==> src/rtl/paint_brush_engine_pkg.sv <==
// paint_brush_engine_pkg: shared state encoding, default geometry and brush-size clamp
package paint_brush_engine_pkg;
  typedef enum logic [1:0] {IDLE, STAMP, CLEAR, DONE} state_t;
  localparam int DEF_SCREEN_W = 320;
  localparam int DEF_SCREEN_H = 240;
  localparam int DEF_MAX_BRUSH = 31;
  localparam int DEF_COLOR_W = 9;
  localparam logic [8:0] DEF_BG_COLOR = 9'h1FF;
  function automatic int clamp_size(input int size, input int max_brush);
    return (size == 0) ? 1 : ((size > max_brush) ? max_brush : size);
  endfunction
endpackage

==> src/rtl/paint_brush_engine_if.sv <==
// paint_brush_engine_if: pixel stream towards the frame-buffer writer (valid/ready)
interface paint_brush_engine_if #(
  parameter int X_W = 9,
  parameter int Y_W = 8,
  parameter int COLOR_W = 9
);
  logic valid;
  logic ready;
  logic [X_W-1:0] x;
  logic [Y_W-1:0] y;
  logic [COLOR_W-1:0] color;
  modport master(output valid, x, y, color, input ready);
  modport slave(input valid, x, y, color, output ready);
endinterface

==> src/rtl/paint_brush_engine_raster_scan_counter.sv <==
// paint_brush_engine_raster_scan_counter: row-major 2-D counter with programmable maxima
module paint_brush_engine_raster_scan_counter #(
  parameter int X_W = 9,
  parameter int Y_W = 8
) (
  input  logic           clk,
  input  logic           resetn,
  input  logic           clr,
  input  logic           en,
  input  logic [X_W-1:0] max_x,
  input  logic [Y_W-1:0] max_y,
  output logic [X_W-1:0] x,
  output logic [Y_W-1:0] y,
  output logic           last
);
  assign last = (x == max_x) && (y == max_y);
  // x runs fastest; wrapping x steps y, and the final element wraps both to zero
  always_ff @(posedge clk or negedge resetn) begin
    if (!resetn) begin
      x <= '0;
      y <= '0;
    end else if (clr) begin
      x <= '0;
      y <= '0;
    end else if (en) begin
      x <= (x == max_x) ? '0 : x + X_W'(1);
      if (x == max_x) y <= (y == max_y) ? '0 : y + Y_W'(1);
    end
  end
endmodule

==> src/rtl/paint_brush_engine.sv <==
// paint_brush_engine: rasterises a clipped brush stamp or a full-screen clear; disc shape with PAINT_BRUSH_DISC_EN
module paint_brush_engine
  import paint_brush_engine_pkg::*;
#(
  parameter int SCREEN_W = DEF_SCREEN_W,
  parameter int SCREEN_H = DEF_SCREEN_H,
  parameter int MAX_BRUSH = DEF_MAX_BRUSH,
  parameter int COLOR_W = DEF_COLOR_W,
  parameter logic [COLOR_W-1:0] BG_COLOR = COLOR_W'(DEF_BG_COLOR),
  localparam int X_W = $clog2(SCREEN_W),
  localparam int Y_W = $clog2(SCREEN_H),
  localparam int S_W = $clog2(MAX_BRUSH + 1)
) (
  input  logic               CLOCK_50,
  input  logic               resetn,
  input  logic               start,
  input  logic               clear_req,
  input  logic [X_W-1:0]     cur_x,
  input  logic [Y_W-1:0]     cur_y,
  input  logic [S_W-1:0]     brush_size,
  input  logic [COLOR_W-1:0] brush_color,
  input  logic               shape,
  output logic               busy,
  output logic               done,
  paint_brush_engine_if.master pix
);
  localparam logic [X_W:0] SW_L = (X_W + 1)'(SCREEN_W);
  localparam logic [Y_W:0] SH_L = (Y_W + 1)'(SCREEN_H);
  state_t state, state_n;
  logic ended, ended_n;
  logic [X_W-1:0] cx, ox, max_x;
  logic [Y_W-1:0] cy, oy, max_y;
  logic [S_W-1:0] sz, sz_m1, c;
  logic [COLOR_W-1:0] col;
  logic [X_W:0] px;
  logic [Y_W:0] py;
  logic scan, acc, adv, last, on_screen, keep, wr;

  assign scan = (state == STAMP) || (state == CLEAR);
  assign acc = (state == IDLE) && (start || clear_req);
  assign adv = scan && !ended && (!pix.valid || pix.ready);
  assign busy = scan;
  assign done = state == DONE;
  assign sz_m1 = sz - S_W'(1);
  assign c = sz_m1 >> 1;
  assign max_x = (state == CLEAR) ? X_W'(SCREEN_W - 1) : X_W'(sz_m1);
  assign max_y = (state == CLEAR) ? Y_W'(SCREEN_H - 1) : Y_W'(sz_m1);
  // negative coordinates wrap to >= 2^X_W in X_W+1 bits, so one unsigned compare clips both sides
  assign px = (state == CLEAR) ? {1'b0, ox} : {1'b0, cx} + {1'b0, ox} - (X_W + 1)'(c);
  assign py = (state == CLEAR) ? {1'b0, oy} : {1'b0, cy} + {1'b0, oy} - (Y_W + 1)'(c);
  assign on_screen = (px < SW_L) && (py < SH_L);
  assign wr = (state == CLEAR) || (on_screen && keep);

`ifdef PAINT_BRUSH_DISC_EN
  logic shp;
  logic signed [S_W+1:0] u, v;
  logic [S_W+1:0] au, av;
  logic [2*S_W+1:0] r2, s2;
  assign u = $signed({1'b0, ox[S_W-1:0], 1'b0}) - $signed({2'b00, sz_m1});
  assign v = $signed({1'b0, oy[S_W-1:0], 1'b0}) - $signed({2'b00, sz_m1});
  assign au = u[S_W+1] ? $unsigned(-u) : $unsigned(u);
  assign av = v[S_W+1] ? $unsigned(-v) : $unsigned(v);
  assign r2 = (2*S_W+2)'(au) * (2*S_W+2)'(au) + (2*S_W+2)'(av) * (2*S_W+2)'(av);
  assign s2 = (2*S_W+2)'(sz) * (2*S_W+2)'(sz);
  assign keep = !shp || (r2 <= s2);
  // shape is captured with the rest of the command
  always_ff @(posedge CLOCK_50 or negedge resetn) begin
    if (!resetn) shp <= 1'b0;
    else if (acc) shp <= shape;
  end
`else
  logic unused_shape;
  assign unused_shape = shape;
  assign keep = 1'b1;
`endif

  paint_brush_engine_raster_scan_counter #(.X_W(X_W), .Y_W(Y_W)) u_scan (
    .clk(CLOCK_50),
    .resetn(resetn),
    .clr(acc),
    .en(adv),
    .max_x(max_x),
    .max_y(max_y),
    .x(ox),
    .y(oy),
    .last(last)
  );

  // state register
  always_ff @(posedge CLOCK_50 or negedge resetn) begin
    if (!resetn) begin
      state <= IDLE;
      ended <= 1'b0;
    end else begin
      state <= state_n;
      ended <= ended_n;
    end
  end

  // next state: ended marks a written final pixel still waiting for its handshake
  always_comb begin
    state_n = state;
    ended_n = 1'b0;
    case (state)
      IDLE: state_n = clear_req ? CLEAR : (start ? STAMP : IDLE);
      STAMP, CLEAR: begin
        ended_n = ended || (adv && last && wr);
        if (ended ? pix.ready : (adv && last && !wr)) state_n = DONE;
      end
      DONE: state_n = IDLE;
      default: state_n = IDLE;
    endcase
  end

  // command latch and pixel output register; the output holds while a pixel is unaccepted
  always_ff @(posedge CLOCK_50 or negedge resetn) begin
    if (!resetn) begin
      cx <= '0;
      cy <= '0;
      sz <= '0;
      col <= '0;
      pix.valid <= 1'b0;
      pix.x <= '0;
      pix.y <= '0;
      pix.color <= BG_COLOR;
    end else begin
      if (acc) begin
        cx <= cur_x;
        cy <= cur_y;
        sz <= S_W'(clamp_size(int'(brush_size), MAX_BRUSH));
        col <= brush_color;
      end
      pix.valid <= adv ? wr : (pix.valid && !pix.ready);
      if (adv && wr) begin
        pix.x <= px[X_W-1:0];
        pix.y <= py[Y_W-1:0];
        pix.color <= (state == CLEAR) ? BG_COLOR : col;
      end
    end
  end
endmodule

==> src/flat_wrapper.sv <==
// flat-port wrapper written by rule: the top's interface ports become plain ports
module paint_brush_engine_flat import paint_brush_engine_pkg::*;
#(
  parameter int SCREEN_W = DEF_SCREEN_W,
  parameter int SCREEN_H = DEF_SCREEN_H,
  parameter int MAX_BRUSH = DEF_MAX_BRUSH,
  parameter int COLOR_W = DEF_COLOR_W,
  parameter logic [COLOR_W-1:0] BG_COLOR = COLOR_W'(DEF_BG_COLOR),
  localparam int X_W = $clog2(SCREEN_W),
  localparam int Y_W = $clog2(SCREEN_H),
  localparam int S_W = $clog2(MAX_BRUSH + 1)
)
  (CLOCK_50, resetn, start, clear_req, cur_x, cur_y, brush_size, brush_color, shape, busy, done, pix_valid, pix_x, pix_y, pix_color, pix_ready);
  paint_brush_engine_if #(.COLOR_W(COLOR_W)) pix_i ();
  input  logic CLOCK_50;
  input  logic resetn;
  input  logic start;
  input  logic clear_req;
  input  logic [X_W-1:0] cur_x;
  input  logic [Y_W-1:0] cur_y;
  input  logic [S_W-1:0] brush_size;
  input  logic [COLOR_W-1:0] brush_color;
  input  logic shape;
  output logic busy;
  output logic done;
  output wire logic [$bits(pix_i.valid)-1:0] pix_valid;
  output wire logic [$bits(pix_i.x)-1:0] pix_x;
  output wire logic [$bits(pix_i.y)-1:0] pix_y;
  output wire logic [$bits(pix_i.color)-1:0] pix_color;
  input wire logic [$bits(pix_i.ready)-1:0] pix_ready;
  assign pix_valid = pix_i.valid;
  assign pix_x = pix_i.x;
  assign pix_y = pix_i.y;
  assign pix_color = pix_i.color;
  assign pix_i.ready = pix_ready;
  paint_brush_engine #(.SCREEN_W(SCREEN_W), .SCREEN_H(SCREEN_H), .MAX_BRUSH(MAX_BRUSH), .COLOR_W(COLOR_W), .BG_COLOR(BG_COLOR)) u_core (.CLOCK_50(CLOCK_50), .resetn(resetn), .start(start), .clear_req(clear_req), .cur_x(cur_x), .cur_y(cur_y), .brush_size(brush_size), .brush_color(brush_color), .shape(shape), .busy(busy), .done(done), .pix(pix_i));
endmodule
==> config.mk <==
export PLATFORM = sky130hd
export DESIGN_NAME = paint_brush_engine_flat
export DESIGN_NICKNAME = d
export VERILOG_FILES = /design/src/rtl/paint_brush_engine_pkg.sv /design/src/rtl/paint_brush_engine_if.sv /design/src/rtl/paint_brush_engine_raster_scan_counter.sv /design/src/rtl/paint_brush_engine.sv /design/src/flat_wrapper.sv
export SDC_FILE = /design/constraint.sdc
export NUM_CORES = 1
export LEC_CHECK = 0
export BUFFER_PORTS_ARGS = -buffer_cell sky130_fd_sc_hd__buf_2
export CAP_MARGIN = 10
export CORE_ASPECT_RATIO = 1.5
export CORE_MARGIN = 2
export CORE_UTILIZATION = 45
export DETAILED_ROUTE_END_ITERATION = 6
export MAX_ROUTING_LAYER = met4
export PLACE_DENSITY_LB_ADDON = 0.12
export SLEW_MARGIN = 20
export SYNTH_ARGS = -nofsm -noshare
export SYNTH_HDL_FRONTEND = slang
export SYNTH_SLANG_ARGS = --single-unit
==> constraint.sdc <==
create_clock -name CLOCK_50 -period 4.36 [get_ports CLOCK_50]
set_input_delay 1.308 -clock CLOCK_50 [delete_from_list [all_inputs] [get_ports CLOCK_50]]
set_output_delay 1.308 -clock CLOCK_50 [all_outputs]
set_load 0.02 [all_outputs]
## After elaboration in Yosys (flattened, before gate mapping)

Cells that the tools add are included.

- Register bits after elaboration: 78
- Input bits: 37
- Output and inout port bits: 29
- Word-level logic and storage cells: 72

- $add $sub $neg: 7
- Order comparisons: 2
- Equality and inequality tests: 6
- Mux-type cells: 20
- Reduce and logical (&&, ||, !) cells: 25

Operator list:

| cell | number |
|---|---|
| $mux 9 | 6 |
| $mux 8 | 5 |
| $add 9x9->10 | 1 |
| $logic_and 1x1->1 | 10 |
| $lt 10x9->1 const B | 1 |
| $mux 10 | 1 |
| $sub 10x4->10 | 1 |
| $add 8x8->9 | 1 |
| $add 9x1->9 const B | 1 |
| $eq 9x9->1 | 1 |
| $lt 9x8->1 const B | 1 |
| $sub 9x4->9 | 1 |
| $add 8x1->8 const B | 1 |
| $eq 8x8->1 | 1 |
| $pmux 2 s3 | 1 |
| $logic_not 5->1 | 1 |
| $logic_or 1x1->1 | 5 |
| $mux 5 | 1 |
| $sub 5x1->5 const B | 1 |
| $eq 2x2->1 const B | 2 |
| $logic_not 1->1 | 4 |
| $mux 1 | 4 |
| $mux 2 | 2 |
| $reduce_bool 2->1 | 2 |
| other kinds (5) | 5 |

## Longest topological paths before layout

- Depth in word-level cells: 11
- Gate-level depth with buffers: 18
- Gate-level depth less buffers: 16

## Modules after synthesis

A second synthesis with hierarchy kept.

- Cell total of the unflattened synthesis: 596
- Area, all modules: 5,561.6 um^2

Modules (own cells, without submodules):

| module | times used | cells an instance | area each (um^2) |
|---|---|---|---|
| paint_brush_engine | 1 | 478 | 4,431.8 |
| paint_brush_engine_raster_scan_counter | 1 | 118 | 1,129.8 |

## Worst setup path before layout

OpenSTA, ideal clock, no wires.

- Path kind: register -> register
- From: reg u_core.sz[2]
- To: reg u_core.pix.x[8]
- Library setup time: 125 ps
- Arrival: 3,735 ps
- Data required time: 4,235 ps
- Setup slack: 500 ps
- Stages on the path, launching flop included: 18
- Buffers on the path: 3
- Period minus slack after synthesis: 3,860 ps
- Path through: dfrtp_1 -> or4_4 -> and2_4 -> buf_6 -> xor2_1 -> ha_1 -> a21o_1 -> ha_1 -> and3_1 -> a2bb2oi_1 -> a21oi_1 -> or3_1 -> a32oi_1 -> a21oi_2 -> nand2b_1 -> buf_6 -> buf_6 -> mux2_4

- Word-level cells in the longest chain between the ends: 7

RTL lines:

| element | line | text |
|---|---|---|
| start: declaration | paint_brush_engine.sv:33 | `logic [S_W-1:0] sz, sz_m1, c;` |
| start signal: assignment | paint_brush_engine.sv:130 | `sz <= S_W'(clamp_size(int'(brush_size), MAX_BRUSH));` |
| $sub 5x1->5 * | paint_brush_engine.sv:44 | `assign sz_m1 = sz - S_W'(1);` |
| $sub 10x4->10 or $sub 9x4->9 (tied branches) | paint_brush_engine.sv:49, paint_brush_engine.sv:50 |  |
| $mux 10 or $mux 9 (tied branches) | paint_brush_engine.sv:49, paint_brush_engine.sv:50 |  |
| $lt 10x9->1 or $lt 9x8->1 (tied branches) | paint_brush_engine.sv:51 | `assign on_screen = (px < SW_L) && (py < SH_L);` |
| $logic_and 1x1->1 | paint_brush_engine.sv:51 |  |
| $logic_or 1x1->1 | paint_brush_engine.sv:52 | `assign wr = (state == CLEAR) \|\| (on_screen && keep);` |
| $logic_and 1x1->1 | paint_brush_engine.sv:134 | `if (adv && wr) begin` |
| end signal: assignment | paint_brush_engine.sv:135 | `pix.x <= px[X_W-1:0];` |
| end: declaration | paint_brush_engine_if.sv:12 | `modport master(output valid, x, y, color, input ready);` |

Every way passes the cells marked *; elsewhere a longest branch is shown, timed or not.
A chain may end at the register's enable or synchronous reset.

## Worst setup path in the final report

- From: reg u_core.sz[3]
- To: reg u_core.pix.y[4]

- Word-level cells in the longest chain between the ends: 7

RTL lines:

| element | line | text |
|---|---|---|
| $sub 5x1->5 * | paint_brush_engine.sv:44 |  |
| $sub 10x4->10 or $sub 9x4->9 (tied branches) | paint_brush_engine.sv:49, paint_brush_engine.sv:50 |  |
| $mux 10 or $mux 9 (tied branches) | paint_brush_engine.sv:49, paint_brush_engine.sv:50 |  |
| $lt 10x9->1 or $lt 9x8->1 (tied branches) | paint_brush_engine.sv:51 |  |
| $logic_and 1x1->1 | paint_brush_engine.sv:51 |  |
| $logic_or 1x1->1 | paint_brush_engine.sv:52 |  |
| $logic_and 1x1->1 | paint_brush_engine.sv:134 |  |
| end signal: assignment | paint_brush_engine.sv:136 | `pix.y <= py[Y_W-1:0];` |
| end: declaration | paint_brush_engine_if.sv:12 |  |

Marks and branches as above.

==> results.ini <==
[critical_path]
crit_chain=or4_4 > and2_4 > xor2_1 > ha_1 > a21o_1 > ha_1 > and3_1 > a2bb2oi_1 > a21oi_1 > or3_1 > a32oi_1 > a21oi_2 > nand2b_1 > buf_12 > mux2_4
arrival_ns=4.39
cp_common_cell=ha_1
crit_fanout=15
crit_buf_inv=1
critPathLaunchType=flop
cpLargestDelayFamily=simple AND/OR/NAND/NOR gates
cpMaxStageDelayCell=or4_4
crit_required_ns=4.58
cpPeakStageDelay_ns=0.56
critPathKind=flop to flop
endpoint_kind=flop

[drt]
vias_per_cell=5.25
finalWirelength_mm=11.7
route.layer.met1.wl_mm=5.26
drtIter0Drc=167
wl_met2_mm=5.81
dr.pass1.iters=4
wl_met3_um=500
highest_layer=met4
wl_per_cell_um=15.1
drc=0
vias=4066
ant_nets=0

[timing]
rsz0062_at_grt=false
finalMaxSlewViolations=0
period_share_pct=95.8
tightest_slew_ns=0.714
clock.fmax_mhz=239
finalCriticalPeriod_ns=4.18
setup_viol=0
fin_tns_setup_ns=0
finClkSkew_ns=0.0140
hold_violations=0
max_slew_margin_pct=52.4

[die]
coreArea_sq_mm=0.0111
die_x_um=91.1
die_area_sq_mm=0.0123
initial_core_util_pct=46.3
die_h_um=135
rows=47
ios=66

[synth]
synth_edf_count=0
synth.avg_cell_area_sq_um=9.15
synth-main-ff-cell=dfrtp_1
synthCells=559
yosysSeqAreaShare_pct=38.4
synth-async-reset-ratio_pct=100
synthesis.area_sq_mm=0.00511
ys_ff_latch=78
syn_nets=638
synth_cell_types=69
ys.warnings.count=0

[placement]
gp_congestion=0.894
dp_hpwl_mm=8.75
io_buffers=64

[flow_run]
drv_cap=0

[final_layout]
nets=702
layout_common_cells=nand2_1 (95), dfrtp_1 (69), buf_2 (63), o21ai_0 (56), inv_1 (54)
mostFrequentLayoutCell=nand2_1
diodes=0
area_delta_synth_final_pct=15.3
drive_above_1_share_pct=22.8

[worst_hold_path]
worstHoldPathType=flop to flop

[global_routing]
grt_pass1_vias=3982
grt_pass1_wl_mm=19.7
grt_use_total_pct=20.7
gr-total-overflow=0
grt_max_degree=79
antenna_found_initial=0

[clock_tree]
htreeDepth=3
clk_pin_slew_ns=0.05
clk_latency_ns=0.34
clock_path_buffers=2
clkSinkCount=78
ctsRootBufferMaster=clkbuf_16
cts_tree=yes
cts_setup_buffers=0
numCtsBuffers=9

[run_status]
outcome=completed

worst paths after layout:
| path | start | slack, ns | cells after the start | to |
|---|---|---|---|---|
| setup reg to reg | u_core.sz[3] | 0.18 | 15 | u_core.pix.y[4] |
| hold / removal | u_core.col[0] | 0.47 | 2 | u_core.col[0] |
| hold reg to reg | u_core.col[0] | 0.47 | 2 | u_core.col[0] |
| max in group asynchronous | resetn | 2.86 | 1 | u_core.col[3] |
| min in group asynchronous | resetn | 1.00 | 1 | u_core.cx[7] |
| setup / recovery | u_core.sz[3] | 0.18 | 15 | u_core.pix.y[4] |
cell families after synthesis:
kind of cell | count (synthesis) | synth area share [%]
adder cells (fa/ha/maj) | 42 | 10.9
multiplexers | 23 | 5.53
AO/OA/AOI/OAI | 130 | 17.5
XOR/XNOR | 28 | 4.94
buffers and inverters | 77 | 6.29
AND/OR/NAND/NOR | 181 | 16.5
flip-flops | 78 | 38.4
what timing repair did:
item                                    CTS  global route
endpoints found under the setup margin    0            13
hold buffers                              0             0
gates resized for setup                   0             1
flip-flops by register name, indices dropped and copies added (netlist names):
signal            flops
u_core.col            9
u_core.cx             9
u_core.pix.color      9
u_core.pix.x          9
u_core.u_scan.x       9
u_core.cy             8
u_core.pix.y          8
u_core.u_scan.y       8
u_core.sz             5
u_core.state          2
u_core.ended          1
u_core.pix.valid      1
worst reg2reg max path, delay by kind of cell, from the launching register on:
| kind | cells | cell delay (ns) |
|---|---|---|
| adders and majority gates | 2 | 0.53 |
| xor gates and xnor gates | 1 | 0.16 |
| and+or+nand+nor | 5 | 1.51 |
| DFF | 1 | 0.42 |
| buffers and inverters | 1 | 0.18 |
| AOI/OAI and AO/OA | 5 | 0.96 |
| muxes | 1 | 0.31 |
area by class of cell:
type / count / area, sq um
Fill cell: 1122 / 5160
Multi-Input combinational cell: 404 / 2840
Sequential cell: 78 / 1960
Timing Repair Buffer: 75 / 422
Clock buffer: 12 / 256
Inverter: 55 / 206
Tap cell: 147 / 184
Clock inverter: 4 / 22.5
metal layers:
metal | GRT usage (%) | up-vias
met1 | 26.3 | 1923
met4 | 6.73 | 0
met3 | 2.85 | 8
met5 | - | -
met2 | 34.3 | 100
li1 | - | 2035
through the flow:
stage	worst slack [ns]	instance area (sq um)	hold WS [ns]	util, %	std cells
after global placement	0.234	5600	0.458	50.7	759
after floorplan	0.500	5110	0.447	-	559
after detailed placement	0.165	5600	0.463	50.7	759
after global routing	0.0200	5900	0.502	53.3	775
final	0.182	5900	0.471	53.3	775
after CTS	0.154	5880	0.477	53.2	775
cell usage after synthesis, types with 3 or more instances:
cell type	count	area (sq um)
a21o_1	8	60.1
a21oi_1	12	60.1
a31oi_1	3	18.8
and3_1	5	31.3
buf_6	4	45.0
clkbuf_1	16	60.1
dfrtp_1	69	1730
dfstp_2	9	236
fa_1	4	80.1
ha_1	38	475
inv_1	54	203
mux2_2	10	113
mux2_4	8	120
mux2i_1	5	50.1
nand2_1	95	357
nand2b_1	8	50.1
nand3_1	13	65.1
nor2_1	28	105
nor2b_1	4	25.0
nor3_1	9	45.0
o211ai_1	4	30.0
o21a_1	3	22.5
o21ai_0	57	285
o21ai_1	7	35.0
o31ai_1	5	37.5
xnor2_1	19	166
xor2_1	8	70.1
Power is not shown: default switching activity piles up to over one toggle a cycle in this logic, so the estimate is an artifact.
